[config.mk]
export PLATFORM = sky130hd
export DESIGN_NAME = pipeline_hazard_ctrl
export DESIGN_NICKNAME = d
export VERILOG_FILES = /design/src/rtl/pipeline_hazard_ctrl_pkg.sv /design/src/rtl/md_busy_timer.sv /design/src/rtl/pipeline_hazard_ctrl.sv
export SDC_FILE = /design/constraint.sdc
export NUM_CORES = 1
export LEC_CHECK = 0
export BUFFER_PORTS_ARGS = -buffer_cell sky130_fd_sc_hd__clkbuf_2
export CORE_MARGIN = 2
export CORE_UTILIZATION = 45
export CTS_BUF_LIST = sky130_fd_sc_hd__clkbuf_8
export DETAILED_ROUTE_END_ITERATION = 8
export GPL_TIMING_DRIVEN = 0
export PLACE_DENSITY = 0.81
export SYNTH_ARGS = -nofsm -noshare
export SYNTH_HDL_FRONTEND = slang
export SYNTH_SLANG_ARGS = --single-unit
[constraint.sdc]
create_clock -name clk -period 3.6 [get_ports clk]
set_input_delay 1.08 -clock clk [delete_from_list [all_inputs] [get_ports clk]]
set_output_delay 1.08 -clock clk [all_outputs]
set_load 0.02 [all_outputs]
[src/rtl/pipeline_hazard_ctrl_pkg.sv]
// Shared types and constants for the pipeline hazard controller and its mult/div busy timer.
// Register index type, mult/div timer state encoding and default latencies.
package pipeline_hazard_ctrl_pkg;

    localparam int REG_IDX_W = 5;
    typedef logic [REG_IDX_W-1:0] regIdx_t;
    localparam regIdx_t REG_ZERO = '0;

    typedef enum logic {
        MD_IDLE = 1'b0,
        MD_BUSY = 1'b1
    } mdState_t;

    localparam int MUL_LAT_DEF = 4;
    localparam int DIV_LAT_DEF = 32;
    localparam int CNT_W_DEF   = 6;

    // True when an operand is actually read and names the given destination.
    function automatic logic regMatch(input logic uses, input regIdx_t src, input regIdx_t dst);
        return uses && (src == dst);
    endfunction

endpackage

[src/rtl/md_busy_timer.sv]
// Busy timer for the multi-cycle HI/LO multiply/divide unit: busy is high for exactly
// MUL_LAT or DIV_LAT cycles, starting the cycle after a start pulse.
import pipeline_hazard_ctrl_pkg::*;

module md_busy_timer #(
    parameter int MUL_LAT = MUL_LAT_DEF,
    parameter int DIV_LAT = DIV_LAT_DEF,
    parameter int CNT_W   = CNT_W_DEF
) (
    input  logic clk,
    input  logic rst,
    input  logic start,
    input  logic isDiv,
    output logic busy
);

    localparam logic [CNT_W-1:0] MUL_LOAD = CNT_W'(MUL_LAT);
    localparam logic [CNT_W-1:0] DIV_LOAD = CNT_W'(DIV_LAT);
    localparam logic [CNT_W-1:0] CNT_ONE  = CNT_W'(1);

    mdState_t         state;
    logic [CNT_W-1:0] mdCnt;

    // busy is kept as a registered copy of (mdCnt != 0): set on load, cleared on the last decrement.
    always_ff @(posedge clk) begin
        if (rst) begin
            state <= MD_IDLE;
            mdCnt <= '0;
            busy  <= 1'b0;
        end else begin
            case (state)
                MD_IDLE: begin
                    if (start) begin
                        mdCnt <= isDiv ? DIV_LOAD : MUL_LOAD;
                        busy  <= 1'b1;
                        state <= MD_BUSY;
                    end
                end
                MD_BUSY: begin
                    mdCnt <= mdCnt - CNT_ONE;
                    if (mdCnt == CNT_ONE) begin
                        busy  <= 1'b0;
                        state <= MD_IDLE;
                    end
                end
                default: begin
                    state <= MD_IDLE;
                    mdCnt <= '0;
                    busy  <= 1'b0;
                end
            endcase
        end
    end

endmodule

[src/rtl/pipeline_hazard_ctrl.sv]
// Stall/flush sequencer for the 5-stage pipeline (load-use, branch redirect, memory wait, mult/div busy).
// Optional performance counters stallCnt/flushCnt are compiled in with PIPE_PERF_CNT_EN.
import pipeline_hazard_ctrl_pkg::*;

module pipeline_hazard_ctrl #(
    parameter int MUL_LAT = MUL_LAT_DEF,
    parameter int DIV_LAT = DIV_LAT_DEF,
    parameter int CNT_W   = CNT_W_DEF
) (
    input  logic        clk,
    input  logic        rst,
    input  logic [4:0]  idRs,
    input  logic [4:0]  idRt,
    input  logic        idUsesRs,
    input  logic        idUsesRt,
    input  logic        idIsMulDiv,
    input  logic        idIsDiv,
    input  logic        idReadsHiLo,
    input  logic        exIsLoad,
    input  logic        exRegWrite,
    input  logic [4:0]  exRegDst,
    input  logic        exBranchTaken,
    input  logic        memStall,
    output logic        pcEn,
    output logic        ifIdEn,
    output logic        idExEn,
    output logic        exMemEn,
    output logic        memWbEn,
    output logic        ifIdFlush,
    output logic        idExFlush,
    output logic        mdStart,
    output logic        mdBusy
`ifdef PIPE_PERF_CNT_EN
    ,
    output logic [31:0] stallCnt,
    output logic [31:0] flushCnt
`endif
);

    logic timerBusy;
    logic loadUse;
    logic mdHaz;

    md_busy_timer #(
        .MUL_LAT (MUL_LAT),
        .DIV_LAT (DIV_LAT),
        .CNT_W   (CNT_W)
    ) u_md_busy_timer (
        .clk   (clk),
        .rst   (rst),
        .start (mdStart),
        .isDiv (idIsDiv),
        .busy  (timerBusy)
    );

    // $0 is hardwired, so a load targeting it never creates a dependency.
    assign loadUse = exIsLoad && exRegWrite && (exRegDst != REG_ZERO) &&
                     (regMatch(idUsesRs, idRs, exRegDst) || regMatch(idUsesRt, idRt, exRegDst));
    assign mdHaz   = timerBusy && (idIsMulDiv || idReadsHiLo);

    // Priority: reset, memory wait freezes everything, taken branch squashes wrong-path work,
    // then ID hazards insert a bubble; only a clean cycle may start the mult/div unit.
    always_comb begin
        pcEn      = 1'b1;
        ifIdEn    = 1'b1;
        idExEn    = 1'b1;
        exMemEn   = 1'b1;
        memWbEn   = 1'b1;
        ifIdFlush = 1'b0;
        idExFlush = 1'b0;
        mdStart   = 1'b0;
        mdBusy    = timerBusy;
        if (rst) begin
            pcEn      = 1'b0;
            ifIdFlush = 1'b1;
            idExFlush = 1'b1;
            mdBusy    = 1'b0;
        end else if (memStall) begin
            pcEn      = 1'b0;
            ifIdEn    = 1'b0;
            idExEn    = 1'b0;
            exMemEn   = 1'b0;
            memWbEn   = 1'b0;
        end else if (exBranchTaken) begin
            ifIdFlush = 1'b1;
            idExFlush = 1'b1;
        end else if (loadUse || mdHaz) begin
            pcEn      = 1'b0;
            ifIdEn    = 1'b0;
            idExFlush = 1'b1;
        end else begin
            mdStart   = idIsMulDiv;
        end
    end

`ifdef PIPE_PERF_CNT_EN
    logic stallActive;
    logic flushActive;

    assign stallActive = !rst && !memStall && !exBranchTaken && (loadUse || mdHaz);
    assign flushActive = !rst && !memStall && exBranchTaken;

    // Free-running event counters; they wrap naturally at 2^32.
    always_ff @(posedge clk) begin
        if (rst) begin
            stallCnt <= '0;
            flushCnt <= '0;
        end else begin
            if (stallActive) stallCnt <= stallCnt + 32'd1;
            if (flushActive) flushCnt <= flushCnt + 32'd1;
        end
    end
`else
    // Counters compiled out; control outputs are unaffected.
`endif

endmodule

==> summary.md <==
| Metric | Value |
|---|---|
| Setup crit end kind | output port |
| Mapped cell area | between 600 and 700 um2 |
| CP Data Arrival Time | 2.51 ns |
| Endpoints failing setup | 0 |
| Hold depth | 2 |
| Clk sinks | 8 |
| Overall power | 283 uW |
| Total number of vias | around 740 |
| Clk buf depth | 2 |
| Mapped Cells | 81 |
| Hold WS | 0.480 ns |
| DRC errors left | 0 |
| Hold Fails Final Rpt | 0 |
| Initial antenna violation count | 0 |
| Critical Path Source Type | primary input |
| Synth Flop Type | dfxtp_1 |
| Antenna cells | 0 |
| Routability Congestion | 0.797 |
| Total I/O pin count | 35 |
| Max cap viols | 0 |
| Yosys reg bits | 8 |
| Finished Layout Cells | 136 |
| Switch Pwr | 76.9 uW |
| Sequential Power Share | 0.343 |
| PortBufs | 34 |
| Fillers | 109 |
| Die Wd | 41.8 um |
| Vias/cell | 5.43 |
| Slowest stage delay, CP | roughly 0.37 ns |
| Number of global-route vias before repair | 690 |
| Worst rel slew slack | 0.686 |
| Dpl ws | -0.0751 ns |
| Peak Freq | 279 MHz |
| CTS tree | yes |
| Clock Power Share | 0.370 |
| Worst-path clk slew | 0.04 ns |
| Most frequent cells in the layout | 30 x clkbuf_2, 11 x xnor2_1, 8 x nand2_1, 8 x dfxtp_1, 7 x buf_4 |
| Tot GR Track Use | 0.200 |
| Row count | 13 |
| Area grow syn2layout | 45.2% |
| Mapped Nets | 109 |
| Post-DRT Antenna Nets | 0 |
| Initial DRC Count | 10 |
| Reg2reg path depth | 5 |
| CP Max Fanout | 3 |
| Commonest non-fill, non-tap cell in the layout | clkbuf_2 |
| Worst-skew pair later-pin latency | 0.23 ns |
| Clock skew | 0.00234 ns |
| CTS root buffer | clkbuf_8 |
| Yosys cell types | 33 |
| Die Height | 41.8 um |
| WS Path Type | primary input to output port |
| Core Region | 1320 um2 |
| Worst Setup Slack, final | 0.0100 ns |
| Fraction of registers with async set/reset | 0 |
| Largest net degree at the start of global routing | 11 |
| Seq/Total Area, Yosys | 0.250 |
| DP HPWL | 1.36 mm |
| RSZ-0062 raised after global routing | true |
| TritonCTS buffer count | 3 |
| Detailed Route WL | 1.66 mm |
| First-pass GRT wire length | 2.79 mm |
| Leakage Power | roughly 0.00042 uW |
| Syn_area_per_cell | 7.92 um2 |
| Initial Util | 0.487 |
| EDFF count, synth | 0 |
| Status | completed |
| WP data required | between 2 and 3 ns |
| Routed WL per cell | ~12 um |
| 1st-pass router iterations | 4 |
| PD cells | 304 nW/um2 |
| Final Util | 0.708 |
| Cell breakdown of the critical path | clkbuf_2, or3_4, o311a_4, a21bo_4, o31a_1, buf_2 |
| Maximum vdd drop | ~0.26 mV |
| Internal power | roughly 210 uW |
| Min Tclk post-route | 3.59 ns |
| Global-route congestion overflow total | 0 |
| Die area | 1740 um2 |
| Placed insts | 130 |
| Share of cells above drive strength 1 | 0.405 |
| Switching Fraction | 0.272 |
| Yosys warnings | 0 |
| Max Slew Vio Count | 0 |
| Final Cycle Share | 0.997 |
| Htree depth | 1 |
| Combinational Power Share | 0.287 |
| Actual slew at the worst max-slew pin | about 0.47 ns |
| # hold bufs at CTS | 0 |
| Crit-path slowest cell | or3_4 |
| Worst Hold Class | flip-flop to flip-flop |
| Final nets | 151 |
[state kept, by name, indices dropped and copies added, names as in the netlist]
register,count
u_md_busy_timer.state,1
u_md_busy_timer.busy,1
u_md_busy_timer.mdCnt,6
[cell families after synthesis]
kind of cell	share of synthesized area
simple gates	0.216
compound gates	0.281
xor+xnor	0.150
buf+inv	0.0643
flops	0.250
fa+ha+maj	0.0390
[synth_stat cells (3+ instances only)]
cell type | instances | area, um2
o21ai_0 | 3 | 15.0
xnor2_1 | 11 | 96.3
nor2_1 | 6 | 22.5
inv_1 | 5 | 18.8
or3_1 | 3 | 18.8
dfxtp_1 | 8 | 160
nand2_1 | 8 | 30.0
[stage by stage]
| step | TNS (ns) | area, um2 |
|---|---|---|
| 2_1_floorplan | -0.00750 | 647 |
| 3_3_place_gp | -0.106 | 836 |
| 3_5_place_dp | -0.201 | 836 |
| 4_1_cts | -0.00390 | 918 |
| 5_1_grt | -0.0215 | 932 |
| 6_report | 0 | 932 |
[power groups by stage]
| stage | logic, uW | registers (uW) | clock network (uW) |
|---|---|---|---|
| final | 81.2 | 97.2 | 105 |
| after global routing | 88.8 | 98.0 | 113 |
| after CTS | 79.0 | 97.2 | 106 |
| after detailed placement | 74.0 | 98.6 | 0 |
| after global placement | 71.5 | 98.4 | 0 |
| after floorplan | 44.6 | 97.7 | 0 |
[final timing paths]
kind,from,to,slack [ns]
worst max-delay path,exRegDst[1],idExFlush,0.01
worst min-delay path,u_md_busy_timer.mdCnt[3],u_md_busy_timer.mdCnt[3],0.48
worst max register to register,u_md_busy_timer.busy,u_md_busy_timer.mdCnt[5],2.20
worst min register to register,u_md_busy_timer.mdCnt[3],u_md_busy_timer.mdCnt[3],0.48
[metal layers]
layer  share of wire  GRT usage  routed length, um
met5               0          0                  0
met4          0.0066     0.0581                 11
met3           0.071     0.0391                118
met2            0.49      0.369                817
met1            0.43      0.228                714
[area by class of cell]
class,instances,area (um2),area share
repair buffers,37,208,0.223
clock buffers,3,41.3,0.0443
plain buffers,4,22.5,0.0242
multi-input cells,64,463,0.497
well taps,15,18.8,0.0201
flip-flops and latches,8,160,0.172
inverters,5,18.8,0.0201
[what timing repair did]
action                     CTS  global route
pin swaps                    1             1
setup endpoints to repair    3             3
resized for setup            5             6
buffers inserted             3             0
[critical path: cells and delay by family]
family	cells	cell delay [ns]
buf+inv	2	0.27
compound gates	3	0.79
simple gates	1	0.37
Note: power is estimated with default switching activity, not from simulation.
